`src/rtl/alu_pkg.sv`:
```
// Shared ALU types: opcode enum, command record and the command sequencer's FSM states.
// Used by the ALU, the command sequencer and its testbench.
package alu_pkg;

  localparam int OPCODE_W = 3;
  // Operand width carried inside alu_cmd_t; the sequencer's WIDTH must match it.
  localparam int DATA_W   = 8;

  typedef enum logic [OPCODE_W-1:0] {
    OP_ADD  = 3'd0,
    OP_SUB  = 3'd1,
    OP_AND  = 3'd2,
    OP_OR   = 3'd3,
    OP_XOR  = 3'd4,
    OP_MUL  = 3'd5,
    OP_SHL  = 3'd6,
    OP_PASS = 3'd7
  } alu_opcode_e;

  typedef struct packed {
    alu_opcode_e       opcode;
    logic [DATA_W-1:0] operand1;
    logic [DATA_W-1:0] operand2;
  } alu_cmd_t;

  typedef enum logic [1:0] {
    ST_IDLE  = 2'd0,
    ST_DRIVE = 2'd1,
    ST_HOLD  = 2'd2
  } seq_state_e;

endpackage

```
`src/rtl/alu_cmd_sequencer_if.sv`:
```
// Bundle of the sequencer's command, ALU and result signals.
// slave is the sequencer side; master is the environment (source, ALU, sink).
interface alu_cmd_sequencer_if import alu_pkg::*; #(
  parameter int WIDTH     = 8,
  parameter int RES_WIDTH = 16,
  parameter int DEPTH     = 4
);
  localparam int LVL_W = $clog2(DEPTH) + 1;

  logic                 flush;
  logic                 in_valid;
  logic                 in_ready;
  alu_opcode_e          in_opcode;
  logic [WIDTH-1:0]     in_operand1;
  logic [WIDTH-1:0]     in_operand2;
  logic [WIDTH-1:0]     alu_operand1;
  logic [WIDTH-1:0]     alu_operand2;
  alu_opcode_e          alu_opcode;
  logic [RES_WIDTH-1:0] alu_result;
  logic                 out_valid;
  logic                 out_ready;
  logic [RES_WIDTH-1:0] out_result;
  alu_opcode_e          out_opcode;
  logic [LVL_W-1:0]     level;

  modport slave (
    input  flush, in_valid, in_opcode, in_operand1, in_operand2, alu_result, out_ready,
    output in_ready, alu_operand1, alu_operand2, alu_opcode, out_valid, out_result,
           out_opcode, level
  );

  modport master (
    output flush, in_valid, in_opcode, in_operand1, in_operand2, alu_result, out_ready,
    input  in_ready, alu_operand1, alu_operand2, alu_opcode, out_valid, out_result,
           out_opcode, level
  );

endinterface

```
`src/rtl/alu_cmd_fifo.sv`:
```
// Command FIFO: DEPTH x alu_cmd_t with a separate occupancy counter so full/empty never alias.
// No bypass: a push is refused while full even if a pop happens in the same cycle.
module alu_cmd_fifo import alu_pkg::*; #(
  parameter  int DEPTH = 4,
  localparam int PTR_W = $clog2(DEPTH),
  localparam int LVL_W = PTR_W + 1
) (
  input  logic             clk,
  input  logic             rst_n,
  input  logic             flush,
  input  logic             push,
  input  alu_cmd_t         push_data,
  output logic             full,
  input  logic             pop,
  output alu_cmd_t         head,
  output logic [LVL_W-1:0] level
);

  alu_cmd_t         mem [DEPTH];
  logic [PTR_W-1:0] wr_ptr;
  logic [PTR_W-1:0] rd_ptr;
  logic             push_ok;
  logic             pop_ok;

  assign full    = (level == LVL_W'(DEPTH));
  assign push_ok = push && !full && !flush;
  assign pop_ok  = pop && (level != '0) && !flush;
  assign head    = mem[rd_ptr];

  // NOTE: state registers use non-blocking assignments so every flop samples pre-edge values.
  always_ff @(posedge clk or negedge rst_n) begin
    if (!rst_n) begin
      wr_ptr <= '0;
      rd_ptr <= '0;
      level  <= '0;
    end else if (flush) begin
      wr_ptr <= '0;
      rd_ptr <= '0;
      level  <= '0;
    end else begin
      // DEPTH is a power of two, so pointers wrap by natural overflow.
      if (push_ok) wr_ptr <= wr_ptr + PTR_W'(1);
      if (pop_ok)  rd_ptr <= rd_ptr + PTR_W'(1);
      unique case ({push_ok, pop_ok})
        2'b10:   level <= level + LVL_W'(1);
        2'b01:   level <= level - LVL_W'(1);
        default: level <= level;
      endcase
    end
  end

  // NOTE: storage is not reset; an entry is only read after it has been written.
  always_ff @(posedge clk) begin
    if (push_ok) mem[wr_ptr] <= push_data;
  end

endmodule

```
`src/rtl/alu_cmd_sequencer.sv`:
```
// Clocked front end for the combinational ALU: queues commands, drives registered ALU inputs
// for one full cycle, then captures the result into a held valid/ready output.
module alu_cmd_sequencer import alu_pkg::*; #(
  parameter int WIDTH     = 8,
  parameter int RES_WIDTH = 16,
  parameter int DEPTH     = 4
) (
  input  logic                clk,
  input  logic                rst_n,
  alu_cmd_sequencer_if.slave  bus
);

  localparam int LVL_W = $clog2(DEPTH) + 1;

  seq_state_e           state_q;
  logic [WIDTH-1:0]     alu_op1_q;
  logic [WIDTH-1:0]     alu_op2_q;
  alu_opcode_e          alu_opc_q;
  logic [RES_WIDTH-1:0] result_q;
  alu_opcode_e          res_opc_q;
  logic                 out_valid_q;

  alu_cmd_t         push_data;
  alu_cmd_t         head;
  logic             full;
  logic             pop;
  logic             has_cmd;
  logic [LVL_W-1:0] level;

  assign push_data = '{opcode: bus.in_opcode, operand1: bus.in_operand1, operand2: bus.in_operand2};
  assign has_cmd   = (level != '0);
  // Pop exactly when the FSM loads the ALU registers; the FIFO itself masks pops during flush.
  assign pop = has_cmd && ((state_q == ST_IDLE) ||
                           (state_q == ST_HOLD && out_valid_q && bus.out_ready));

  alu_cmd_fifo #(.DEPTH(DEPTH)) u_fifo (
    .clk       (clk),
    .rst_n     (rst_n),
    .flush     (bus.flush),
    .push      (bus.in_valid),
    .push_data (push_data),
    .full      (full),
    .pop       (pop),
    .head      (head),
    .level     (level)
  );

  always_ff @(posedge clk or negedge rst_n) begin
    if (!rst_n) begin
      state_q     <= ST_IDLE;
      alu_op1_q   <= '0;
      alu_op2_q   <= '0;
      alu_opc_q   <= OP_ADD;
      result_q    <= '0;
      res_opc_q   <= OP_ADD;
      out_valid_q <= 1'b0;
    end else if (bus.flush) begin
      // ALU and result registers keep their values; they are meaningless while out_valid is low.
      state_q     <= ST_IDLE;
      out_valid_q <= 1'b0;
    end else begin
      unique case (state_q)
        ST_IDLE: begin
          if (has_cmd) begin
            alu_op1_q <= head.operand1;
            alu_op2_q <= head.operand2;
            alu_opc_q <= head.opcode;
            state_q   <= ST_DRIVE;
          end
        end
        ST_DRIVE: begin
          result_q    <= bus.alu_result;
          res_opc_q   <= alu_opc_q;
          out_valid_q <= 1'b1;
          state_q     <= ST_HOLD;
        end
        ST_HOLD: begin
          if (bus.out_ready) begin
            out_valid_q <= 1'b0;
            if (has_cmd) begin
              alu_op1_q <= head.operand1;
              alu_op2_q <= head.operand2;
              alu_opc_q <= head.opcode;
              state_q   <= ST_DRIVE;
            end else begin
              state_q   <= ST_IDLE;
            end
          end
        end
        default: state_q <= ST_IDLE;
      endcase
    end
  end

  assign bus.in_ready     = !full;
  assign bus.level        = level;
  assign bus.alu_operand1 = alu_op1_q;
  assign bus.alu_operand2 = alu_op2_q;
  assign bus.alu_opcode   = alu_opc_q;
  assign bus.out_valid    = out_valid_q;
  assign bus.out_result   = result_q;
  assign bus.out_opcode   = res_opc_q;

endmodule

```
`src/flat_wrapper.sv`:
```
// flat-port wrapper written by rule: the top's interface ports become plain ports
module alu_cmd_sequencer_flat import alu_pkg::*;
#(
  parameter int WIDTH     = 8,
  parameter int RES_WIDTH = 16,
  parameter int DEPTH     = 4
)
  (clk, rst_n, bus_flush, bus_in_valid, bus_in_opcode, bus_in_operand1, bus_in_operand2, bus_alu_result, bus_out_ready, bus_in_ready, bus_alu_operand1, bus_alu_operand2, bus_alu_opcode, bus_out_valid, bus_out_result, bus_out_opcode, bus_level);
  alu_cmd_sequencer_if #(.WIDTH(WIDTH), .RES_WIDTH(RES_WIDTH), .DEPTH(DEPTH)) bus_i ();
  input  logic clk;
  input  logic rst_n;
  input wire logic [$bits(bus_i.flush)-1:0] bus_flush;
  input wire logic [$bits(bus_i.in_valid)-1:0] bus_in_valid;
  input wire logic [$bits(bus_i.in_opcode)-1:0] bus_in_opcode;
  input wire logic [$bits(bus_i.in_operand1)-1:0] bus_in_operand1;
  input wire logic [$bits(bus_i.in_operand2)-1:0] bus_in_operand2;
  input wire logic [$bits(bus_i.alu_result)-1:0] bus_alu_result;
  input wire logic [$bits(bus_i.out_ready)-1:0] bus_out_ready;
  output wire logic [$bits(bus_i.in_ready)-1:0] bus_in_ready;
  output wire logic [$bits(bus_i.alu_operand1)-1:0] bus_alu_operand1;
  output wire logic [$bits(bus_i.alu_operand2)-1:0] bus_alu_operand2;
  output wire logic [$bits(bus_i.alu_opcode)-1:0] bus_alu_opcode;
  output wire logic [$bits(bus_i.out_valid)-1:0] bus_out_valid;
  output wire logic [$bits(bus_i.out_result)-1:0] bus_out_result;
  output wire logic [$bits(bus_i.out_opcode)-1:0] bus_out_opcode;
  output wire logic [$bits(bus_i.level)-1:0] bus_level;
  assign bus_i.flush = bus_flush;
  assign bus_i.in_valid = bus_in_valid;
  assign bus_i.in_opcode = bus_in_opcode;
  assign bus_i.in_operand1 = bus_in_operand1;
  assign bus_i.in_operand2 = bus_in_operand2;
  assign bus_i.alu_result = bus_alu_result;
  assign bus_i.out_ready = bus_out_ready;
  assign bus_in_ready = bus_i.in_ready;
  assign bus_alu_operand1 = bus_i.alu_operand1;
  assign bus_alu_operand2 = bus_i.alu_operand2;
  assign bus_alu_opcode = bus_i.alu_opcode;
  assign bus_out_valid = bus_i.out_valid;
  assign bus_out_result = bus_i.out_result;
  assign bus_out_opcode = bus_i.out_opcode;
  assign bus_level = bus_i.level;
  alu_cmd_sequencer #(.WIDTH(WIDTH), .RES_WIDTH(RES_WIDTH), .DEPTH(DEPTH)) u_core (.clk(clk), .rst_n(rst_n), .bus(bus_i));
endmodule
```
`config.mk`:
```
export PLATFORM = sky130hd
export DESIGN_NAME = alu_cmd_sequencer_flat
export DESIGN_NICKNAME = d
export VERILOG_FILES = /design/src/rtl/alu_pkg.sv /design/src/rtl/alu_cmd_sequencer_if.sv /design/src/rtl/alu_cmd_fifo.sv /design/src/rtl/alu_cmd_sequencer.sv /design/src/flat_wrapper.sv
export SDC_FILE = /design/constraint.sdc
export NUM_CORES = 1
export LEC_CHECK = 0
export CAP_MARGIN = 15
export CORE_ASPECT_RATIO = 0.6
export CORE_UTILIZATION = 53
export CTS_CLUSTER_SIZE = 40
export DETAILED_ROUTE_END_ITERATION = 16
export GPL_TIMING_DRIVEN = 0
export MAX_ROUTING_LAYER = met4
export PLACE_DENSITY = 0.8
export SLEW_MARGIN = 25
export SYNTH_ARGS = -nofsm -noshare
export SYNTH_HDL_FRONTEND = slang
export SYNTH_SLANG_ARGS = --single-unit
```
`constraint.sdc`:
```
create_clock -name clk -period 2.6 [get_ports clk]
set_input_delay 0.52 -clock clk [delete_from_list [all_inputs] [get_ports clk]]
set_output_delay 0.52 -clock clk [all_outputs]
set_load 0.02 [all_outputs]
```
== Word level (Yosys, flattened, before mapping) ==
Memory sizes are Yosys's and may differ from the RTL's.
Cells that the tools add are included.
Storage, ports and cells
  register bits after elaboration: 48
  RAM bits: 76
  output and inout port bits: 43
  memories kept: 1
Operators by class
  $add $sub $neg: 4
  eq/ne operators: 8
  mux-type cells: 25
  bitwise gates (word level): 1
  reductions and logical operators: 21
Memory list
  u_core.u_fifo.mem: depth 4, width 19, read ports 1, clocked after Yosys merged registers in 0, wr ports 1, line alu_cmd_fifo.sv:19  | alu_cmd_t mem [DEPTH];
Operators with widths (number)
  2-to-1 mux 8 bit: 4
  case mux 8 bit (2 select lines): 2
  2-to-1 mux 2 bit: 7
  case mux 3 bit (2 select lines): 2
  2-to-1 mux 3 bit: 3
  nonzero test 3 bit: 3
  logical AND 1 bit: 7
  case mux 2 bit (3 select lines): 1
  AND reduction 2 bit: 3
  nonzero test 2 bit: 3
  2-to-1 mux 1 bit: 5
  adder 2 x 1 -> 2 bit (second input constant): 2
  equality test 2 x 1 -> 1 bit (second input constant): 2
  equality test 2 bit (second input constant): 2
  adder 3 x 1 -> 3 bit (second input constant): 1
  equality test 3 bit (second input constant): 1
  != test 3 x 2 -> 1 bit (second input constant): 1
  != test 3 bit (second input constant): 1
  AND reduction 3 bit: 1
  subtractor 3 x 1 -> 3 bit (second input constant): 1
  zero test 1 bit: 2
  zero test 2 bit: 1
  != test 2 bit (second input constant): 1
  case mux 1 bit (2 select lines): 1
  other kinds (2): 2

== Logic depth before layout (Yosys ltp) ==
  word-level depth: 10
  depth in mapped cells: 7
  mapped depth without buffers: 7

== Modules after synthesis ==
A second synthesis with hierarchy kept.
Unflattened totals
  cells, all modules: 259
  area total of the unflattened synthesis: 4942.2 µm²
Modules (own cells, without submodules)
  alu_cmd_fifo: times used 1, cells an instance 162, area each 3301.9 µm²
  alu_cmd_sequencer: times used 1, cells an instance 97, area each 1640.3 µm²

== Worst setup path before layout ==
Ideal clock, no wire load.
  path type: register to register
  start point: register u_core.u_fifo.level[0]
  end point: register u_core.u_fifo.level[1]
  setup time: 0.137 ns
  data arrival time: 2.114 ns
  path slack: 0.349 ns
  stages on the path, launching flop included: 7
  buffers on the path: 1
  clock period less this slack: 2.251 ns
  cells stage by stage: dfrtp_1 -> buf_4 -> or2_2 -> a2111oi_0 -> fa_1 -> a31oi_1 -> nor4_1
Between the ends
  cells in the longest elaborated chain, start to end: 7
  elaborated cells on any way between the ends: 15
  those cells by class: add/sub: 2; eq/ne: 3; mux: 2; reduce/logical: 8
Ends and longest elaborated chain
  start: declaration: line alu_cmd_fifo.sv:16  | output logic [LVL_W-1:0] level
  start signal: assignment: line alu_cmd_fifo.sv:45  | 2'b10: level <= level + LVL_W'(1);
  start signal: assignment: line alu_cmd_fifo.sv:46  | 2'b01: level <= level - LVL_W'(1);
  start signal: assignment: line alu_cmd_fifo.sv:47  | default: level <= level;
  equality test 3 bit or nonzero test 3 bit (tied branches): line alu_cmd_fifo.sv:25, alu_cmd_fifo.sv:27, alu_cmd_sequencer.sv:31
  zero test 1 bit or logical AND 1 bit (tied branches): line alu_cmd_fifo.sv:26, alu_cmd_sequencer.sv:33
  logical AND 1 bit, on equally long branches (2 in a row): line alu_cmd_fifo.sv:26, alu_cmd_fifo.sv:27
  equality test 2 x 1 -> 1 bit or equality test 2 bit (tied branches): line alu_cmd_fifo.sv:44  | unique case ({push_ok, pop_ok})
  case mux 3 bit (2 select lines): line alu_cmd_fifo.sv:44
  2-to-1 mux 3 bit: line alu_cmd_fifo.sv:36  | end else if (flush) begin
Several ways; a longest one is shown, not always the timed one.
A chain may end at the register's enable or synchronous reset.

== Final worst setup path ==
  start point: input port bus_out_ready
  end point: register u_core.u_fifo.level[1]
Between the ends
  cells in the longest elaborated chain, start to end: 8
  elaborated cells on any way between the ends: 10
  those cells by class: eq/ne: 2; mux: 2; reduce/logical: 6
Ends and longest elaborated chain
  start: declaration: line flat_wrapper.sv:18  | input wire logic [$bits(bus_i.out_ready)-1:0] bus_out_ready;
  logical AND 1 bit *: line alu_cmd_sequencer.sv:34  | (state_q == ST_HOLD && out_valid_q && bus.out_ready));
  logical OR 1 bit *: line alu_cmd_sequencer.sv:33  | assign pop = has_cmd && ((state_q == ST_IDLE) ||
  logical AND 1 bit *: line alu_cmd_sequencer.sv:33
  logical AND 1 bit * (2 in a row): line alu_cmd_fifo.sv:27  | assign pop_ok = pop && (level != '0) && !flush;
  equality test 2 x 1 -> 1 bit or equality test 2 bit (tied branches): line alu_cmd_fifo.sv:44
  case mux 3 bit (2 select lines): line alu_cmd_fifo.sv:44
  2-to-1 mux 3 bit: line alu_cmd_fifo.sv:36
Every way passes the cells marked *; elsewhere a longest branch is shown, timed or not.

==> qor.csv <==
metric;value;unit
met3 Track Usage GR;0.0726;
Max IR drop VDD;0.688;mV
crit path to;u_core.u_fifo.level[1];
Post-Syn Area;4930;µm²
Synth Flop Type;edfxtp_1;
clock root cell;clkbuf_16;
area fraction in compound gates after synthesis;0.0279;
Crit. Startpoint;bus_out_ready;
# setup viols final;0;
Initial Util;0.563;
period utilization;0.936;
#FFs+latches synth;124;
Top Usage Layer GRT;met2;
internal reg-to-reg setup slack;0.27;ns
Finished Layout Cells;485;
via count;2701;
Worst EP arrival;2.70;ns
Post-Syn Instances;260;
RD Place Congestion;0.917;
share of post-route cells with drive strength above 1;0.279;
Synth Area in XOR/XNOR;0.00711;
Power Dens Cells;1210;nW/µm²
CP Cell Sequence;clkdlybuf4s50_1 -> a21boi_0 -> or2_2 -> a2111oi_1 -> fa_1 -> a31oi_1 -> nor4_1;
First-pass DRT Iterations;4;
CP Launch Type;input port;
first-pass GRT wire length;15100;µm
grt met2 use;0.313;
fraction of registers with async set/reset;0.387;
Crit path largest cell delay;0.53;ns
post-synthesis sequential area ratio;0.707;
FF-to-FF End;u_core.u_fifo.level[1];
Hold WC Path Type;in2async;
unrepaired setup endpoints after global routing;no;
CP max FO;5;
post-route cell area;6550;µm²
DRT Wirelength;9350;µm
Yosys warnings;0;
critical path's slowest cell;fa_1;
CP Capture Type;flop;
Iteration-0 DRC Markers;238;
total track usage;0.223;
Layout Area Growth over Synthesis;32.9;%
Fin Setup TNS;0;ns
final hold vios;0;
total CTS buffers;17;
H-Tree Level Count;4;
Clock Skews;0.00417;ns
leading area contributor after synthesis;edfxtp_1;
Die X;126;µm
Setup CP Type;in2reg;
Final min period;2.43;ns
initial antenna violation count;0;
status;complete, no violations;
Synth Area in Adders;0.0142;
Worst Reg-to-Reg Cells;6;
WL per Instance;19.3;µm
GR Overflow Total;0;
clock latency at the later pin of the worst-skew pair;0.41;ns
Yosys top cell area share;0.463;
number of synthesized flops with an enable pin;76;
num ports;83;
fmax;411;MHz
# port buffers;82;
commonest non-fill, non-tap cells in the layout;clkdlybuf4s50_1, edfxtp_1, dfrtp_1;
synthesized area per cell;19.0;µm²
# rows;26;
CTS Buffer Depth;2;
grt met1 use;0.304;
placed cell count;454;
Die ar.;9700;µm²
worst rel slew slack;0.577;
Crit path required time;2.86;ns
maxcap violations;0;
vias in the first global route;2864;
clock transition at the registers of the reported paths;0.05;ns
via/cell ratio;5.57;
multiplexer area fraction after synthesis;0.188;
core region area;8750;µm²
die height;76.7;µm
commonest non-fill, non-tap cell in the layout;clkdlybuf4s50_1;
hold buffers post-CTS;0;
largest family of logic cells by synthesized area;multiplexers;
final net count;406;
fillers;521;
largest net degree at the start of global routing;49;
placed cell areas;5890;µm²
DRC errors left;0;
syn nets;305;
CTS Sinks;124;
Reg-to-Reg Start;u_core.u_fifo.level[0];
Yosys cell types;38;
CTS tree;done;
Synth Area in Simple Gates;0.0388;
Worst-Margin Slew;0.635;ns
dpl hpwl;5840;µm
largest cells by area after synthesis;edfxtp_1, dfrtp_1, mux4_2;
hold_ws;0.138;ns
ANT cells;0;
Leak;0.00247;µW
Final Slew Violations;0;
Antenna Nets Post-Route;0;
-- repair_timing --
| action | CTS | global route |
|---|---|---|
| buffers inserted | 0 | 0 |
| cloned | 0 | 0 |
| resized for setup | 1 | 4 |
| endpoints found under the setup margin | 19 | 40 |
-- worst min-delay path by stage --
stage	from	end	slack, ns	depth (start not counted)
finish	rst_n	u_core.u_fifo.level[2]	0.14	1
global route	rst_n	u_core.u_fifo.level[2]	0.18	1
CTS	rst_n	u_core.u_fifo.level[2]	0.15	1
detailed placement	u_core.state_q[1]	u_core.bus.out_valid	0.49	1
global placement	u_core.state_q[1]	u_core.bus.out_valid	0.46	1
floorplan	rst_n	u_core.bus.alu_opcode[0]	0.22	0
-- through the flow --
stage	total power [µW]	setup WS, ns	util
after floorplan	4340	0.349	-
after global placement	5300	-0.460	0.673
after detailed placement	5380	-0.443	0.673
after CTS	8000	0.0256	0.747
after global routing	8290	0.0368	0.748
final	7930	0.167	0.748
-- layout make-up --
class                           count  area (µm²)  area share
Buffer                             12        68.8      0.0105
Clock buffer                       18         429      0.0655
Clock inverter                     13         223      0.0340
Inverter                            4        15.0     0.00229
Multi-Input combinational cell    120        1370       0.209
Sequential cell                   124        3480       0.532
Tap cell                          112         140      0.0214
Timing Repair Buffer               82         821       0.125
-- cell usage after synthesis (2+ instances only) --
| library cell | count |
|---|---|
| or2_2 | 3 |
| nand2b_1 | 3 |
| buf_6 | 2 |
| mux2_2 | 19 |
| nor2_1 | 6 |
| nand2_1 | 3 |
| clkbuf_1 | 5 |
| dfrtp_1 | 48 |
| nor2b_1 | 2 |
| o21ai_0 | 4 |
| inv_1 | 4 |
| buf_2 | 4 |
| mux4_2 | 19 |
| or3_1 | 3 |
| a211oi_1 | 2 |
| mux2_4 | 19 |
| a21oi_1 | 6 |
| ha_1 | 4 |
| nor3_1 | 2 |
| a2111oi_0 | 2 |
| edfxtp_1 | 76 |
| a31oi_1 | 2 |
| xnor2_1 | 4 |
| and2_1 | 4 |
-- cells by family after synthesis --
group	Yosys count
AOI/OAI and AO/OA	21
xor gates and xnor gates	4
adders and majority gates	5
buffers and inverters	16
DFF	124
muxes	57
and+or+nand+nor	33
-- registers in the layout, summed over array words and instances, names as in the netlist --
name,count
u_core.bus.out_result,16
u_core.u_fifo.rd_ptr,2
u_core.u_fifo.wr_ptr,2
u_core.bus.alu_operand1,8
u_core.bus.alu_opcode,3
u_core.state_q,2
u_core.bus.out_opcode,3
u_core.bus.alu_operand2,8
u_core.bus.out_valid,1
u_core.u_fifo.mem,76
u_core.u_fifo.level,3
-- metal layers --
| metal | vias up | wire length (µm) | part of all wire |
|---|---|---|---|
| li1 | 1215 | - | - |
| met1 | 1367 | 4360 | 0.47 |
| met2 | 110 | 4310 | 0.46 |
| met3 | 9 | 598 | 0.064 |
| met4 | 0 | 76 | 0.0081 |
| met5 | - | 0 | 0 |
-- power by group --
group | total (µW) | internal, µW | switching (µW)
logic | 2540 | 1390 | 1150
registers | 2800 | 2540 | 265
clock network | 2590 | 1780 | 812
-- worst max-delay path: cells and delay by family --
kind | cells | cell delay (ns)
buffers and inverters | 1 | 0.50
adders and majority gates | 1 | 0.53
and+or+nand+nor | 2 | 0.41
AOI/OAI and AO/OA | 3 | 0.73
No activity file was read; power rests on OpenSTA's default activity.
